**config.mk**
```make
export PLATFORM = sky130hd
export DESIGN_NAME = uart_rx_core
export DESIGN_NICKNAME = d
export VERILOG_FILES = /design/src/rtl/uart_rx_pkg.sv /design/src/rtl/uart_rx_fifo.sv /design/src/rtl/uart_rx_core.sv
export SDC_FILE = /design/constraint.sdc
export NUM_CORES = 1
export LEC_CHECK = 0
export CORE_ASPECT_RATIO = 1.75
export CORE_UTILIZATION = 45
export DETAILED_ROUTE_END_ITERATION = 6
export PLACE_DENSITY = 0.72
export SETUP_SLACK_MARGIN = 0.3
export SLEW_MARGIN = 20
export SYNTH_ARGS = -nofsm -noshare
export SYNTH_HDL_FRONTEND = slang
export SYNTH_SLANG_ARGS = --single-unit
```
**constraint.sdc**
```tcl
create_clock -name clk -period 2.95 [get_ports clk]
set_input_delay 0.59 -clock clk [delete_from_list [all_inputs] [get_ports clk]]
set_output_delay 0.59 -clock clk [all_outputs]
set_load 0.01 [all_outputs]
```
**src/rtl/uart_rx_pkg.sv**
```systemverilog
// uart_rx_pkg: receiver state encoding, divisor floor and frame-length constants.
// The PARITY state exists only when UART_RX_PARITY_EN is defined.
package uart_rx_pkg;

    localparam int unsigned DIV_MIN_DEFAULT = 4;
    localparam int unsigned DATA_BITS       = 8;
    localparam int unsigned START_BITS      = 1;
    localparam int unsigned STOP_BITS       = 1;
`ifdef UART_RX_PARITY_EN
    localparam int unsigned PARITY_BITS     = 1;
`else
    localparam int unsigned PARITY_BITS     = 0;
`endif
    localparam int unsigned FRAME_BITS      = START_BITS + DATA_BITS + PARITY_BITS + STOP_BITS;

`ifdef UART_RX_PARITY_EN
    typedef enum logic [2:0] {
        ST_IDLE   = 3'd0,
        ST_START  = 3'd1,
        ST_DATA   = 3'd2,
        ST_PARITY = 3'd3,
        ST_STOP   = 3'd4
    } rx_state_e;
`else
    typedef enum logic [2:0] {
        ST_IDLE  = 3'd0,
        ST_START = 3'd1,
        ST_DATA  = 3'd2,
        ST_STOP  = 3'd4
    } rx_state_e;
`endif

    function automatic logic [31:0] clamp_div(input logic [31:0] div, input logic [31:0] div_min);
        return (div < div_min) ? div_min : div;
    endfunction

endpackage

```
**src/rtl/uart_rx_fifo.sv**
```systemverilog
// uart_rx_fifo: show-ahead FIFO; pushes while full are dropped, pops while empty are ignored.
module uart_rx_fifo #(
    parameter int unsigned DEPTH = 8,
    parameter int unsigned WIDTH = 8
) (
    input  logic                     clk,
    input  logic                     resetn,
    input  logic                     push,
    input  logic [WIDTH-1:0]         wdata,
    input  logic                     pop,
    output logic [WIDTH-1:0]         rdata,
    output logic                     valid,
    output logic                     full,
    output logic [$clog2(DEPTH):0]   level
);

    localparam int unsigned     PTR_W      = $clog2(DEPTH);
    localparam logic [PTR_W:0]  FULL_COUNT = (PTR_W + 1)'(DEPTH);
    localparam logic [PTR_W:0]  CNT_ONE    = (PTR_W + 1)'(1);
    localparam logic [PTR_W-1:0] PTR_ONE   = PTR_W'(1);

    logic [WIDTH-1:0] mem_q [DEPTH];
    logic [PTR_W-1:0] wr_ptr_q;
    logic [PTR_W-1:0] rd_ptr_q;
    logic [PTR_W:0]   count_q;
    logic             do_push;
    logic             do_pop;

    assign valid   = (count_q != '0);
    assign full    = (count_q == FULL_COUNT);
    assign level   = count_q;
    // Full check ignores a same-cycle pop: a byte arriving at a full FIFO is always dropped.
    assign do_push = push && !full;
    assign do_pop  = pop && valid;
    assign rdata   = valid ? mem_q[rd_ptr_q] : '0;

    always_ff @(posedge clk) begin
        if (do_push) begin
            mem_q[wr_ptr_q] <= wdata;
        end
    end

    always_ff @(posedge clk or negedge resetn) begin
        if (!resetn) begin
            wr_ptr_q <= '0;
            rd_ptr_q <= '0;
            count_q  <= '0;
        end else begin
            if (do_push) begin
                wr_ptr_q <= wr_ptr_q + PTR_ONE;
            end
            if (do_pop) begin
                rd_ptr_q <= rd_ptr_q + PTR_ONE;
            end
            case ({do_push, do_pop})
                2'b10:   count_q <= count_q + CNT_ONE;
                2'b01:   count_q <= count_q - CNT_ONE;
                default: count_q <= count_q;
            endcase
        end
    end

endmodule

```
**src/rtl/uart_rx_core.sv**
```systemverilog
// uart_rx_core: 8N1 UART receiver with a 2-flop synchronizer feeding a show-ahead receive FIFO.
// Define UART_RX_PARITY_EN for 8E1 frames (even parity bit checked ahead of the stop bit).
module uart_rx_core
    import uart_rx_pkg::*;
#(
    parameter int unsigned FIFO_DEPTH = 8,
    parameter int unsigned DIV_MIN    = DIV_MIN_DEFAULT
) (
    input  logic                          clk,
    input  logic                          resetn,
    input  logic                          rx,
    input  logic [31:0]                   div,
    output logic [7:0]                    out_data,
    output logic                          out_valid,
    input  logic                          out_ready,
    output logic                          frame_err,
    output logic                          overrun,
    output logic [$clog2(FIFO_DEPTH):0]   level,
    output logic [2:0]                    dbg_state
);

    rx_state_e   state_q;
    logic        rx_meta_q;
    logic        rxs_q;
    logic [1:0]  warm_q;
    logic        armed_q;
    logic [31:0] div_q;
    logic [31:0] cnt_q;
    logic [2:0]  bit_idx_q;
    logic [7:0]  shift_q;
    logic        frame_err_q;
    logic        overrun_q;
`ifdef UART_RX_PARITY_EN
    logic        par_q;
`endif

    logic [31:0] div_clamped;
    logic        cnt_done;
    logic        stop_sample;
    logic        frame_bad;
    logic        push;
    logic        fifo_full;

    assign div_clamped = clamp_div(div, DIV_MIN);
    assign cnt_done    = (cnt_q == 32'd0);
    assign stop_sample = (state_q == ST_STOP) && cnt_done;
`ifdef UART_RX_PARITY_EN
    assign frame_bad   = !rxs_q || (^{shift_q, par_q});
`else
    assign frame_bad   = !rxs_q;
`endif
    assign push        = stop_sample && !frame_bad;

    assign frame_err   = frame_err_q;
    assign overrun     = overrun_q;
    assign dbg_state   = state_q;

    // The flops reset high, so warm_q marks when rxs_q holds a real line sample;
    // a line that is low out of reset must be seen high before a start bit counts.
    always_ff @(posedge clk or negedge resetn) begin
        if (!resetn) begin
            rx_meta_q <= 1'b1;
            rxs_q     <= 1'b1;
            warm_q    <= 2'b00;
            armed_q   <= 1'b0;
        end else begin
            rx_meta_q <= rx;
            rxs_q     <= rx_meta_q;
            warm_q    <= {warm_q[0], 1'b1};
            if (warm_q[1] && rxs_q) begin
                armed_q <= 1'b1;
            end
        end
    end

    always_ff @(posedge clk or negedge resetn) begin
        if (!resetn) begin
            state_q     <= ST_IDLE;
            div_q       <= 32'd0;
            cnt_q       <= 32'd0;
            bit_idx_q   <= 3'd0;
            shift_q     <= 8'h00;
            frame_err_q <= 1'b0;
            overrun_q   <= 1'b0;
`ifdef UART_RX_PARITY_EN
            par_q       <= 1'b0;
`endif
        end else begin
            frame_err_q <= 1'b0;
            overrun_q   <= 1'b0;
            case (state_q)
                ST_IDLE: begin
                    if (armed_q && !rxs_q) begin
                        div_q   <= div_clamped;
                        cnt_q   <= div_clamped >> 1;
                        state_q <= ST_START;
                    end
                end
                ST_START: begin
                    if (!cnt_done) begin
                        cnt_q <= cnt_q - 32'd1;
                    end else if (rxs_q) begin
                        state_q <= ST_IDLE;
                    end else begin
                        cnt_q     <= div_q - 32'd1;
                        bit_idx_q <= 3'd0;
                        state_q   <= ST_DATA;
                    end
                end
                ST_DATA: begin
                    if (!cnt_done) begin
                        cnt_q <= cnt_q - 32'd1;
                    end else begin
                        shift_q <= {rxs_q, shift_q[7:1]};
                        cnt_q   <= div_q - 32'd1;
                        if (bit_idx_q == 3'(DATA_BITS - 1)) begin
`ifdef UART_RX_PARITY_EN
                            state_q <= ST_PARITY;
`else
                            state_q <= ST_STOP;
`endif
                        end else begin
                            bit_idx_q <= bit_idx_q + 3'd1;
                        end
                    end
                end
`ifdef UART_RX_PARITY_EN
                ST_PARITY: begin
                    if (!cnt_done) begin
                        cnt_q <= cnt_q - 32'd1;
                    end else begin
                        par_q   <= rxs_q;
                        cnt_q   <= div_q - 32'd1;
                        state_q <= ST_STOP;
                    end
                end
`endif
                ST_STOP: begin
                    // Returning to IDLE on the sample cycle lets a start bit follow the stop bit directly.
                    if (!cnt_done) begin
                        cnt_q <= cnt_q - 32'd1;
                    end else begin
                        frame_err_q <= frame_bad;
                        overrun_q   <= !frame_bad && fifo_full;
                        state_q     <= ST_IDLE;
                    end
                end
                default: begin
                    state_q <= ST_IDLE;
                end
            endcase
        end
    end

    uart_rx_fifo #(
        .DEPTH (FIFO_DEPTH),
        .WIDTH (8)
    ) u_fifo (
        .clk    (clk),
        .resetn (resetn),
        .push   (push),
        .wdata  (shift_q),
        .pop    (out_ready),
        .rdata  (out_data),
        .valid  (out_valid),
        .full   (fifo_full),
        .level  (level)
    );

endmodule

```
Yosys cells after proc, flatten, opt, wreduce, memory -nomap -nowiden
Memories as Yosys holds them, arrays and structs flattened.
Index checks and enable logic that the tools add are counted.
{"block": "totals", "reg_bits": 95, "output_inout_bits": 18, "memories": 1, "in_bits": 36, "ramBits": 64, "elab_cells": 86}
{"block": "classes", "magnitude_cmp": 1, "reduce_logical": 20, "muxes": 27, "n_eq_ne": 16, "add_sub_neg": 7}
{"name": "u_fifo.mem_q", "depth": 8, "width": 8, "rd": 1, "rd_ports_with_merged_regs": 0, "wr": 1, "line_no": "uart_rx_fifo.sv:22", "source": "logic [WIDTH-1:0] mem_q [DEPTH];"}
{"op": "$mux W32", "count": 6}
{"op": "$pmux W32 S4", "count": 1}
{"op": "$sub A32 B1 Y32 const B", "count": 2}
{"op": "$logic_not A32 Y1", "count": 1}
{"op": "$lt A32 B3 Y1 const B", "count": 1}
{"op": "$mux W3", "count": 9}
{"op": "$ne A2 B2 Y1 const B", "count": 8}
{"op": "$pmux W3 S4", "count": 1}
{"op": "$reduce_and A5 Y1", "count": 2}
{"op": "$add A3 B1 Y3 const B", "count": 3}
{"op": "$mux W8", "count": 1}
{"op": "$pmux W4 S2", "count": 1}
{"op": "$reduce_bool A4 Y1", "count": 2}
{"op": "$logic_and A1 B1 Y1", "count": 7}
{"op": "$eq A3 B3 Y1 const B", "count": 2}
{"op": "$mux W1", "count": 6}
{"op": "$pmux W3 S2", "count": 1}
{"op": "$add A4 B1 Y4 const B", "count": 1}
{"op": "$eq A4 B4 Y1 const B", "count": 1}
{"op": "$reduce_and A2 Y1", "count": 2}
{"op": "$reduce_and A4 Y1", "count": 1}
{"op": "$reduce_bool A2 Y1", "count": 2}
{"op": "$sub A4 B1 Y4 const B", "count": 1}
{"op": "$eq A3 B1 Y1 const B", "count": 1}
{"op": "other kinds (7)", "count": 8}

Longest topological paths before layout
Gate-level depths: netlist (run 1).
{"block": "depth", "word_depth": 6, "ltp_mapped": 14, "depth_no_buf": 14}

Cells and area by module
From an unflattened synthesis (run 1), not the netlist that was laid out.
{"block": "unflattened", "cells_unflattened": 720, "hier_area_um2": 8262.9}
{"mod": "uart_rx_core", "cells_per_inst": 559, "seq_area_each_um2": 2129.5, "area_per_inst_um2": 5215.0, "instances": 1}
{"mod": "uart_rx_fifo", "cells_per_inst": 161, "seq_area_each_um2": 2172.1, "area_per_inst_um2": 3047.9, "instances": 1}

Worst setup path before layout (run 1)
No wires, ideal clock.
{"block": "synth_path", "kind": "reg-to-reg", "from": "reg cnt_q[12]", "to": "mem u_fifo.mem_q[2][0], enable pin", "n_path_buf": 0, "setup_ns": 0.383, "t_arrival_ns": 2.597, "path_stages_with_launch": 7, "required_time_ns": 2.567, "synth_period_minus_slack_ns": 2.981, "path_slack_ns": -0.031, "cell_sequence": "dfrtp_1 -> nor4_4 -> nor4b_4 -> and4_1 -> nand4_2 -> or2_2 -> nor3_1"}
{"block": "synth_via", "elab_chain_cells": 6}
{"element": "start, declared", "line_no": "uart_rx_core.sv:28", "source": "logic [31:0] cnt_q;"}
{"element": "start signal, assigned", "line_no": "uart_rx_core.sv:95", "source": "cnt_q <= div_clamped >> 1;"}
{"element": "start signal, assigned", "line_no": "uart_rx_core.sv:101", "source": "cnt_q <= cnt_q - 32'd1;"}
{"element": "start signal, assigned", "line_no": "uart_rx_core.sv:105", "source": "cnt_q <= div_q - 32'd1;"}
{"element": "$logic_not A32 Y1", "line_no": "uart_rx_core.sv:45", "source": "assign cnt_done = (cnt_q == 32'd0);"}
{"element": "$logic_and A1 B1 Y1", "line_no": "uart_rx_core.sv:46", "source": "assign stop_sample = (state_q == ST_STOP) && cnt_done;"}
{"element": "$logic_and A1 B1 Y1", "line_no": "uart_rx_core.sv:52", "source": "assign push = stop_sample && !frame_bad;"}
{"element": "$logic_and A1 B1 Y1", "line_no": "uart_rx_fifo.sv:33", "source": "assign do_push = push && !full;"}
{"element": "$mux W1", "line_no": "uart_rx_fifo.sv:38", "source": "if (do_push) begin"}
{"element": "$mux W1 (implied by the code)", "line_no": "uart_rx_fifo.sv:39", "source": "mem_q[wr_ptr_q] <= wdata;"}
{"element": "end, declared", "line_no": "uart_rx_fifo.sv:22"}
No other way between the ends.

Worst setup path after layout (run 1)
{"block": "layout_path", "from": "reg cnt_q[0]", "to": "reg u_fifo.count_q[2], in the netlist u_fifo.level[2]"}
{"block": "layout_via", "elab_chain_cells": 6, "elab_cells_between_ends": 8, "classes_between": "eq/ne: 2; mux: 1; reduce/logical: 5"}
{"element": "$logic_not A32 Y1 (*)", "line_no": "uart_rx_core.sv:45"}
{"element": "$logic_and A1 B1 Y1 (*)", "line_no": "uart_rx_core.sv:46"}
{"element": "$logic_and A1 B1 Y1 (*)", "line_no": "uart_rx_core.sv:52"}
{"element": "$logic_and A1 B1 Y1 (*)", "line_no": "uart_rx_fifo.sv:33"}
{"element": "$eq A2 B1 Y1 / $eq A2 B2 Y1 (equally long branches)", "line_no": "uart_rx_fifo.sv:55", "source": "case ({do_push, do_pop})"}
{"element": "$pmux W4 S2 / $reduce_bool A2 Y1 (equally long branches)"}
{"element": "end signal, assigned", "line_no": "uart_rx_fifo.sv:56", "source": "2'b10: count_q <= count_q + CNT_ONE;"}
{"element": "end signal, assigned", "line_no": "uart_rx_fifo.sv:57", "source": "2'b01: count_q <= count_q - CNT_ONE;"}
{"element": "end signal, assigned", "line_no": "uart_rx_fifo.sv:58", "source": "default: count_q <= count_q;"}
{"element": "end, declared", "line_no": "uart_rx_fifo.sv:25", "source": "logic [PTR_W:0] count_q;"}
Mark *: on every way between the ends. The rest lies on a longest branch, timed or not.
A chain may end at the register's enable or synchronous reset.

==> summary.md, run 1 <==
| Metric | Value |
|---|---|
| Status | `finished, final reports clean` |
| CTS Hold Bufs | `0` |
| Slew Limit Fails | `0` |
| R2r setup slk | `250 ps` |
| Cell taking the most area after synthesis | `dfrtp_1` |
| RSZ-0062 raised after global routing | `true` |
| Final Instance Count excl. Fillers | `1052` |
| Routed Antenna Nets | `0` |
| Worst endpoint required time | `3250 ps` |
| Max rail drop VDD | `0.417 mV` |
| Number of detailed-route iterations in the first pass | `7` |
| Combinational share of power | `29.8%` |
| Crit-path max cell delay | `390 ps` |
| Core Footprint | `17500 um^2` |
| Sequential share of power | `43.6%` |
| CTS tree | `built` |
| # clock sinks | `159` |
| Crit-path cells | `inv_2 > ha_4 > nor3b_4 > and2_4 > and2_4 > and4_4 > nand4_4 > ha_4 > xor2_1 > ha_2 > a21oi_2 > xor2_1 > nor2_1 > xor2_1` |
| Initial core utilization | `46.1%` |
| Syn Area/Cell | `11.3 um^2` |
| Warnings from Yosys | `0` |
| Routed len/inst | `19.0 um` |
| Net Switching | `2.88 mW` |
| Clock Tree Buf Depth | `2` |
| Clock share of power | `26.5%` |
| CP Launch Point | `cnt_q[0]` |
| Reg2reg start | `cnt_q[0]` |
| Crit Path Category | `flop to flop` |
| Row cnt | `64` |
| Die H | `179 um` |
| Tot GR Track Use | `22.2%` |
| Final Critical Period | `2700 ps` |
| Leakage | `3.60 nW` |
| CP Launch Type | `flop` |
| CTS Buf Count | `17` |
| Most used DFF post-synth | `dfrtp_1` |
| EDFF count, synth | `64` |
| GPL Wtd Cong | `0.960` |
| Die footprint | `18400 um^2` |
| Clk Latency, worst-skew pair | `420 ps` |
| Root Buffer | `clkbuf_16` |
| DRC | `0` |
| Min-Delay Path Class | `input port to asynchronous set/reset pin` |
| Die X | `103 um` |
| Delay-heaviest family, CP | `simple AND/OR/NAND/NOR gates` |
| Fraction of layout cells with a size suffix above 1 | `24.4%` |
| H-tree Lvls | `4` |
| Max Freq | `371 MHz` |
| Final Hold Fails | `0` |
| DR vias/cell | `5.87` |
| Final period utilization | `91.4%` |
| Top post-synthesis cells by area | `dfrtp_1 (29%), edfxtp_1 (24%), mux2_2 (4.5%), mux4_2 (4.5%), o21ai_0 (3.7%)` |
| Vias in the first global route | `6312` |
| Crit path top cell by count | `xor2_1` |
| Largest net degree at the start of global routing | `57` |
| Dpl cells | `996` |
| Critical Path End Type | `flop` |
| Global route overflow | `0` |
| Worst Path Max Fanout | `5` |
| WP data arrival | `2990 ps` |
| Synth top area share | `28.9%` |
| Crit Reg-Reg Endpoint | `u_fifo.level[2]` |
| Switch share | `35.3%` |
| Max-slew headroom | `47.6%` |
| Via count | `6172` |
| Mapped Cells | `710` |
| MaxCap Viol Count | `0` |
| P_int | `5.27 mW` |
| Clock slew at reported path FFs | `70 ps` |
| Post-synthesis register bit count | `159` |
| Antenna Cells | `0` |
| Post-synth ARST share | `59.7%` |
| Setup tns final | `0 ps` |
| Slew @ Worst Pin | `785 ps` |
| Final setup violation count | `0` |
| Mapped cell area | `8040 um^2` |
| Slowest cell on crit path | `dfrtp_1` |
| IO Pins | `54` |
| NumNets Final | `853` |
| Sequential area share after synthesis | `53.5%` |
| Synth unique cells | `66` |
| First-pass GRT wire length | `31.0 mm` |
| Skew final | `14.3 ps` |
| Initial antenna violation count | `0` |
| R2r worst-path depth | `14` |
| PD cells | `816 nW/um^2` |
| Syn nets | `755` |
| WP buf/inv | `1` |
| Synth-to-Final Area Change | `24.2%` |
| Total wire length | `20.0 mm` |
| Starting DRT DRC Count | `347` |
| PortBufs | `53` |
| DP HPWL | `14.0 mm` |
[what timing repair did]
item | 4_1_cts | 5_1_grt
pin swaps | 5 | 7
gates cloned | 1 | 1
hold endpoints to repair | 0 | 0
setup endpoints to repair | 47 | 53
resized for setup | 27 | 28
setup buffers | 12 | 10
[final cells by class]
class,instances,area (um^2)
clock inverter,15,164
multi-input combinational,504,3670
clock buffer,17,425
fill,1468,7470
sequential,159,4310
inverter,13,48.8
tap,231,289
timing repair buffer,113,1080
[power by group through the flow]
stage	logic (mW)	clock network, mW	registers, mW
6_report	2.43	2.16	3.56
5_1_grt	2.66	2.28	3.64
4_1_cts	2.31	2.20	3.53
3_5_place_dp	2.13	0	3.54
3_3_place_gp	2.05	0	3.49
2_1_floorplan	1.57	0	3.31
[synthesized netlist by cell type, types with 13 or more instances]
| cell | number |
|---|---|
| a21oi_1 | 36 |
| clkbuf_1 | 16 |
| dfrtp_1 | 93 |
| edfxtp_1 | 64 |
| inv_1 | 13 |
| mux2_2 | 32 |
| mux4_2 | 16 |
| nand2_1 | 74 |
| nor2_1 | 61 |
| nor3_1 | 18 |
| nor4_1 | 22 |
| o21ai_0 | 59 |
| o21ai_1 | 15 |
| xnor2_1 | 17 |
| xor2_1 | 21 |
[placed cells by master (no fill, tap or decap), types with 11 or more instances in the layout]
master,netlist,routed
a21oi_1,36,35
buf_4,6,50
clkbuf_16,0,18
clkdlybuf4s50_1,0,44
dfrtp_1,93,87
edfxtp_1,64,64
inv_1,13,11
mux2_2,32,32
mux4_2,16,16
nand2_1,74,74
nand2b_1,12,11
nor2_1,61,59
nor3_1,18,16
nor4_1,22,20
o21ai_0,59,59
o21ai_1,15,15
xnor2_1,17,17
xor2_1,21,21
[cell families after synthesis]
logic type / Yosys count / synth area share [%]
compound gates: 158 / 12.0
xor+xnor: 38 / 4.14
other cells: 1 / 0.0466
simple gates: 242 / 16.2
mux: 56 / 9.96
fa+ha+maj: 9 / 1.40
flops: 159 / 53.5
buf+inv: 47 / 2.75
[worst max-delay path by stage]
stage                               to  depth (start not counted)
finish                 u_fifo.level[2]                         14
global route           u_fifo.level[2]                         14
CTS                        out_data[4]                          6
detailed placement     u_fifo.level[2]                         14
global placement       u_fifo.level[2]                         14
floorplan           u_fifo.mem_q[3][0]                          6
[layer usage]
metal  global-route usage [%]  wire (um)  vias to the layer above
li1                         -          -                     2838
met1                     23.1       7030                     2985
met2                     40.5      10900                      270
met3                     3.74       1010                       79
met4                     13.7       1040                        0
met5                        0          0                        -
[stage by stage]
stage | setup WS, ps | cell area (um^2) | hold WS (ps) | util [%] | total power, mW
global placement | 209 | 9060 | 339 | 51.9 | 5.54
floorplan | 247 | 8100 | 294 | - | 4.88
finish | 254 | 9990 | 228 | 57.2 | 8.15
global route | 157 | 9990 | 293 | 57.2 | 8.58
detailed placement | 44.5 | 9060 | 347 | 51.9 | 5.67
CTS | 164 | 9840 | 253 | 56.4 | 8.04
[state kept, by name, summed over array words and instances, names as in the netlist]
name and flops:
armed_q 1, bit_idx_q 3, cnt_q 32, dbg_state 3, div_q 32, frame_err 1
overrun 1, rx_meta_q 1, rxs_q 1, shift_q 8, u_fifo.level 4, u_fifo.mem_q 64
u_fifo.rd_ptr_q 3, u_fifo.wr_ptr_q 3, warm_q 2
Note: power is estimated with default switching activity, not from simulation.
==> inputs of run 2 (changes only) <==
--- a/config.mk
+++ b/config.mk
@@ -8,6 +8,7 @@
 export CORE_ASPECT_RATIO = 1.75
 export CORE_UTILIZATION = 45
 export DETAILED_ROUTE_END_ITERATION = 6
+export HOLD_SLACK_MARGIN = 0.02
 export PLACE_DENSITY = 0.72
 export SETUP_SLACK_MARGIN = 0.3
 export SLEW_MARGIN = 20
==> results of run 2 <==
Same layout as run 1: the final DEF is identical, and so are final timing and power.
